`src/rtl/fifo_lvl.sv`:
```
// ---------------------------------------------------------------------------
// fifo_lvl : synchronous first-word fall-through FIFO with level reporting,
//            threshold flags and optional sticky error flags.
//
// Optional feature macro: FIFO_LVL_ERR_FLAGS_EN
//   defined   -> overflow/underflow are sticky flags cleared by clr_err
//   undefined -> overflow/underflow tied to 0, clr_err ignored
//
// Parameters
//   FIFO_WIDTH     data bits per entry
//   FIFO_DEPTH     entry count (power of two, >= 2)
//   AFULL_THRESH   almost_full asserts when level >= this value
//   AEMPTY_THRESH  almost_empty asserts when level <= this value
//
// Ports
//   clk           rising-edge clock for all state
//   reset_n       asynchronous active-low reset
//   push/data_in  write request and data
//   pop           read request
//   flush         synchronous clear of pointers (storage untouched)
//   clr_err       clears sticky error flags
//   ack           one-cycle pulse the cycle after each accepted push
//   data_out      head entry (combinational from the read pointer)
//   full/empty    occupancy flags
//   almost_full/almost_empty  threshold flags derived from level
//   level         current entry count, 0..FIFO_DEPTH
//   overflow/underflow        sticky error flags
// ---------------------------------------------------------------------------
module fifo_lvl #(
    parameter int FIFO_WIDTH    = 8,
    parameter int FIFO_DEPTH    = 4,
    parameter int AFULL_THRESH  = FIFO_DEPTH - 1,
    parameter int AEMPTY_THRESH = 1
) (
    input  logic                          clk,
    input  logic                          reset_n,
    input  logic                          push,
    input  logic [FIFO_WIDTH-1:0]         data_in,
    input  logic                          pop,
    input  logic                          flush,
    input  logic                          clr_err,
    output logic                          ack,
    output logic [FIFO_WIDTH-1:0]         data_out,
    output logic                          full,
    output logic                          empty,
    output logic                          almost_full,
    output logic                          almost_empty,
    output logic [$clog2(FIFO_DEPTH):0]   level,
    output logic                          overflow,
    output logic                          underflow
);

    localparam int AW = $clog2(FIFO_DEPTH);
    localparam int PW = AW + 1;

    localparam logic [PW-1:0] AFULL_LVL  = PW'(AFULL_THRESH);
    localparam logic [PW-1:0] AEMPTY_LVL = PW'(AEMPTY_THRESH);

    logic [FIFO_WIDTH-1:0] mem [FIFO_DEPTH];
    logic [PW-1:0]         wr_ptr;
    logic [PW-1:0]         rd_ptr;
    logic                  push_ok;
    logic                  pop_ok;

    // Pointers carry one extra wrap bit so full and empty are distinguishable
    // without a separate counter: equal pointers mean empty, equal index bits
    // with opposite wrap bits mean full.
    assign empty = (wr_ptr == rd_ptr);
    assign full  = (wr_ptr[AW-1:0] == rd_ptr[AW-1:0]) && (wr_ptr[AW] != rd_ptr[AW]);

    // Flush overrides both requests. A pop on an empty FIFO is never accepted,
    // so push+pop on empty only writes; push on full is dropped even if a pop
    // frees a slot in the same cycle.
    assign push_ok = push && !full  && !flush;
    assign pop_ok  = pop  && !empty && !flush;

    // Modulo-2*DEPTH subtraction falls out of the PW-bit arithmetic.
    assign level        = wr_ptr - rd_ptr;
    assign almost_full  = (level >= AFULL_LVL);
    assign almost_empty = (level <= AEMPTY_LVL);

    assign data_out = mem[rd_ptr[AW-1:0]];

    // NOTE: all sequential state uses non-blocking assignments so every flop
    // samples pre-edge values and the order of statements does not matter.
    always_ff @(posedge clk or negedge reset_n) begin
        if (!reset_n) begin
            wr_ptr <= '0;
            rd_ptr <= '0;
            ack    <= 1'b0;
        end else begin
            ack <= push_ok;
            if (flush) begin
                wr_ptr <= '0;
                rd_ptr <= '0;
            end else begin
                if (push_ok) wr_ptr <= wr_ptr + 1'b1;
                if (pop_ok)  rd_ptr <= rd_ptr + 1'b1;
            end
        end
    end

    // NOTE: storage is reset along with the pointers so data_out reads 0 out
    // of reset and a mid-operation reset leaves no stale data visible; this
    // forces the array into flops rather than a RAM macro.
    always_ff @(posedge clk or negedge reset_n) begin
        if (!reset_n) begin
            for (int i = 0; i < FIFO_DEPTH; i++) mem[i] <= '0;
        end else if (push_ok) begin
            mem[wr_ptr[AW-1:0]] <= data_in;
        end
    end

`ifdef FIFO_LVL_ERR_FLAGS_EN
    logic overflow_q;
    logic underflow_q;

    // A new error in the same cycle as clr_err wins, so no event is lost.
    always_ff @(posedge clk or negedge reset_n) begin
        if (!reset_n) begin
            overflow_q  <= 1'b0;
            underflow_q <= 1'b0;
        end else begin
            if (push && full && !flush) overflow_q <= 1'b1;
            else if (clr_err)           overflow_q <= 1'b0;

            if (pop && empty && !flush) underflow_q <= 1'b1;
            else if (clr_err)           underflow_q <= 1'b0;
        end
    end

    assign overflow  = overflow_q;
    assign underflow = underflow_q;
`else
    logic unused_clr_err;

    assign unused_clr_err = clr_err;
    assign overflow       = 1'b0;
    assign underflow      = 1'b0;
`endif

endmodule

```
`config.mk`:
```
export PLATFORM = sky130hd
export DESIGN_NAME = fifo_lvl
export DESIGN_NICKNAME = d
export VERILOG_FILES = /design/src/rtl/fifo_lvl.sv
export SDC_FILE = /design/constraint.sdc
export NUM_CORES = 1
export LEC_CHECK = 0
export CAP_MARGIN = 25
export CORE_ASPECT_RATIO = 1.25
export CORE_UTILIZATION = 49
export DETAILED_ROUTE_END_ITERATION = 16
export PLACE_DENSITY = 0.72
export RECOVER_POWER = 50
export REMOVE_ABC_BUFFERS = 1
export SLEW_MARGIN = 20
export SYNTH_ARGS = -nofsm -noshare
export SYNTH_HDL_FRONTEND = slang
export SYNTH_SLANG_ARGS = --single-unit
```
`constraint.sdc`:
```
create_clock -name clk -period 5.1 [get_ports clk]
set_input_delay 1.02 -clock clk [delete_from_list [all_inputs] [get_ports clk]]
set_output_delay 1.02 -clock clk [all_outputs]
set_load 0.05 [all_outputs]
```
# Word level (Yosys, flattened, before mapping)
# Cells that the tools add are included.
[word_totals]
ff_bits = 39
in_bits = 14
output_inout_bits = 18
[classes]
add_sub_neg = 3
order_cmp = 5
n_eq_ne = 3
muxes = 10
n_bitwise = 2
reduce_logical = 11
[op_table]
columns = ["op", "count"]
rows = [
  ["$bwmux W32", 1],
  ["$mux W8", 3],
  ["$bmux W8 S2", 1],
  ["$demux W8 S2", 1],
  ["$mux W3", 4],
  ["$add A3 B1 Y3 const B", 2],
  ["$ge A3 B3 Y1 const B", 2],
  ["$logic_and A1 B1 Y1", 6],
  ["$not A2 Y3", 2],
  ["$reduce_bool A2 Y1", 2],
  ["$eq A3 B3 Y1", 1],
  ["$ge A3 B2 Y1 const B", 1],
  ["$le A3 B1 Y1 const B", 1],
  ["$logic_not A1 Y1", 3],
  ["$lt A3 B1 Y1 const B", 1],
  ["$sub A3 B3 Y3", 1],
  ["$eq A2 B2 Y1", 1],
  ["$ne A1 B1 Y1", 1],
]

# Logic depth before layout (Yosys ltp)
[depth]
word_depth = 7
mapped_depth = 7
mapped_depth_nobuf = 6

# Worst setup path before layout
# Ideal clock, no wire load.
[synth_path]
kind = "register -> output"
from = "register rd_ptr[1]"
to = "output port almost_empty"
t_arrival_ns = 2.597
t_required_ns = 4.080
slack_ns = 1.483
path_stages_with_launch = 6
n_path_buf = 1
path_cell_list = "dfrtp_1 clkbuf_1 inv_1 fa_1 xnor2_1 nor2_1"
[synth_between]
elab_chain_len = 2
[synth_lines]
columns = ["item", "line", "source"]
rows = [
  ["start, declared", "61", "logic [PW-1:0] rd_ptr;"],
  ["start signal, assigned", "98", "if (pop_ok) rd_ptr <= rd_ptr + 1'b1;"],
  ["$sub A3 B3 Y3", "78", "assign level = wr_ptr - rd_ptr;"],
  ["named net level[2]", "48", "output logic [$clog2(FIFO_DEPTH):0] level,"],
  ["$le A3 B1 Y1", "80", "assign almost_empty = (level <= AEMPTY_LVL);"],
  ["end, declared", "47", "output logic almost_empty,"],
]
# The timed path passes the listed nets, and every way through them passes these cells.

# Worst setup path after layout
[layout_path]
from = "register rd_ptr[1]"
to = "output port full"
[layout_between]
elab_chain_len = 2
[layout_lines]
columns = ["item", "line", "source"]
rows = [
  ["$eq A2 B2 Y1", "69", "assign full = (wr_ptr[AW-1:0] == rd_ptr[AW-1:0]) && (wr_ptr[AW] != rd_ptr[AW]);"],
  ["$logic_and A1 B1 Y1", "69", ""],
  ["end, declared", "44", "output logic full,"],
]
# Every way passes these cells.

==> impl_metrics.toml <==
[drt]
viasPerCell = 5.42
antenna_left = 0
vias = 1213
wl_per_cell_um = 16.6
drc = 0
drt_wl_total_mm = 3.73
drt_iter0_drc = 55
first_pass_iters = 4

[placed_design]
routabilityCongestion = 0.799
port_buffers = 28
dpl_worst_slack_ns = 1.45
post-dp-hpwl_mm = 2.65

[clock_tree]
cts_setup_buffers = 0
clockBufferDepth = 2
h-tree-depth = 2
insertion_delay_ns = 0.28
cts_buffers = 5
holdBufCountCts = 0
path_clk_slew_ns = 0.07
clock-root-buffer = "clkbuf_8"
cts_resized = 0
clock-sinks = 39
cts_tree = "built"

[outcome]
violations = "capacitance limit, slew limit"
status = "finished, violations left"

[floorplanning]
die-height_um = 73.1
coreArea_um2 = 3820
start_util = 0.519
io_pins = 32
die_w_um = 58.9
die_area_um2 = 4300
core.rowCount = 25

[setup_path]
path_cells = "inv_1 > ha_1 > and2_0 > and2_1 > clkdlybuf4s50_1"
worst-path-buf-inv = 2
worstPathMaxFanout = 10
end_kind = "output pin"
r2r-start = "rd_ptr[1]"
crit_start = "rd_ptr[1]"
cp_slowest_stage_delay_ns = 0.80
start_kind = "register"
cp_top_family = "buffers and inverters"
critPathRequiredTime_ns = 4.08
cp_data_arrival_time_ns = 2.94
slowest_stage = "clkdlybuf4s50_1"
crit_type = "register to output pin"

[sta]
fin_setup_tns_ns = 0
maxSlewViolCount = 40
worst_pin_slew_ns = 2.01
setup_viol = 0
setup_slack_ns = 1.14
timing.slew.headroom = -0.342
hold_viol = 0
layout_min_cycle_time_ns = 3.96
holdWs_ns = 0.503
rsz0062_at_grt = "no"
finalClockSkew_ns = 0.00582
period_share = 0.777
clock.fmax_ghz = 0.252

[finish]
drive_gt1_frac = 0.318
nets = 192
antenna_cells = 0
area_growth_syn_to_layout_pct = 20.1

[power_and_ir_drop]
internal_power_mw = 0.716
power_frac_clock = 0.179
p_comb_frac = 0.426
switching_share = 0.375
irDropWorstVdd_uv = 239
power_frac_seq = 0.395
leakage_nw = 1.01
switchingPower_mw = 0.430
pwr_density_cell_nw_per_um2 = 482

[grt]
track_usage = 0.195
grt_max_degree = 40
antenna_found_initial = 0
grt_first_pass_wirelength_mm = 6.07
overflow = 0
grt_pass1_vias = 1258

[synthesis]
yosysWarnings = 0
syn_avg_cell_area_um2 = 14.1
synth-seq-cells = 39
yosysSeqAreaShare = 0.493
netlist_instances = 140
synth_area_um2 = 1980
synth.distinct_cells = 31

[hold_path]
min_path_type = "register to register"
min_from = "mem[9]"

[flow_run]
cap_viol_max_count = 1
[area by class of cell]
type / count / area, um^2
multi-input combinational: 89 / 947
clock buffer: 6 / 82.6
inverter: 7 / 26.3
timing repair buffer: 28 / 274
fill: 323 / 1440
tap: 54 / 67.6
clock inverter: 1 / 5.00
sequential: 39 / 976
[final timing paths]
check                      slack, ns  cells after the start         to
hold / removal                  0.50                      1     mem[9]
min in group asynchronous       1.30                      1    mem[26]
setup / recovery                1.14                      5       full
hold reg to reg                 0.50                      1     mem[9]
max in group asynchronous       2.65                      1  rd_ptr[1]
setup reg to reg                2.51                      5     mem[2]
[Yosys cell counts]
library cell / instances / share of area
inv_1: 7 / 0.013
o21a_1: 1 / 0.0038
nand3b_1: 4 / 0.015
o31ai_1: 1 / 0.0038
dfrtp_1: 39 / 0.49
xnor2_1: 1 / 0.0044
xor2_4: 1 / 0.014
a211o_1: 1 / 0.0044
mux4_2: 8 / 0.091
nand4_1: 2 / 0.0063
clkbuf_1: 3 / 0.0057
buf_2: 1 / 0.0025
o2111ai_1: 1 / 0.0044
mux2_2: 34 / 0.19
a2111oi_0: 1 / 0.0044
nor2_1: 5 / 0.0095
mux2i_1: 1 / 0.0051
and2_1: 3 / 0.0095
conb_1: 1 / 0.0019
fa_1: 1 / 0.010
a311o_1: 1 / 0.0051
a21boi_2: 1 / 0.0057
o211ai_1: 1 / 0.0038
or2b_1: 1 / 0.0038
a21oi_2: 4 / 0.018
ha_1: 7 / 0.044
buf_4: 2 / 0.0076
nand2_1: 4 / 0.0076
a21oi_1: 1 / 0.0025
nor2b_1: 1 / 0.0032
a21o_1: 1 / 0.0038
[worst register-to-register path: stages, from the launching register on]
cell and delay, ns:
dfrtp_1 0.64, inv_1 0.19, ha_1 0.32, and2_0 0.35, a21oi_2 0.58, mux2_2 0.41
[cells by family after synthesis]
logic type,Yosys count,synth area share
AND/OR/NAND/NOR,20,0.0550
buffers and inverters,13,0.0291
multiplexers,43,0.289
AO/OA/AOI/OAI,14,0.0594
adder cells (fa/ha/maj),8,0.0543
XOR/XNOR,2,0.0183
flip-flops,39,0.493
other,1,0.00189
[power by group through the flow]
stage	Sequential (mW)	Combinational, mW	Clock (mW)
2_1_floorplan	0.440	0.367	0
6_report	0.452	0.488	0.205
4_1_cts	0.454	0.495	0.212
5_1_grt	0.465	0.515	0.220
3_3_place_gp	0.450	0.482	0
3_5_place_dp	0.460	0.493	0
[placed cells by master, fill, tap and decap left out, drive strengths merged, types with 2 or more instances in the layout]
cell / count
dfrtp: 39
mux4: 8
dlygate4sd3: 2
a21oi: 5
nand2: 4
nand3b: 4
mux2: 34
and2: 3
clkdlybuf4s50: 25
nor2: 5
ha: 7
nand4: 2
inv: 7
clkbuf: 7
conb: 2
[per-stage QoR]
step / area (um^2) / instances / util / power (mW)
after floorplan: 1950 / 135 / - / 0.807
after global placement: 2300 / 217 / 0.602 / 0.932
after detailed placement: 2300 / 217 / 0.602 / 0.953
after CTS: 2380 / 224 / 0.625 / 1.16
after global routing: 2380 / 224 / 0.623 / 1.20
final: 2380 / 224 / 0.623 / 1.15
[sequential cells by signal (all words and copies together), names as in the netlist]
name / flops
rd_ptr: 3
ack: 1
mem: 32
wr_ptr: 3
[routing by layer]
layer,vias to the layer above,track usage,routed length (um)
li1,561,-,-
met1,612,0.237,1570
met2,36,0.338,1960
met3,4,0.0461,158
met4,0,0.0635,29
met5,-,0,0
Power figures use the tool's default switching activity.
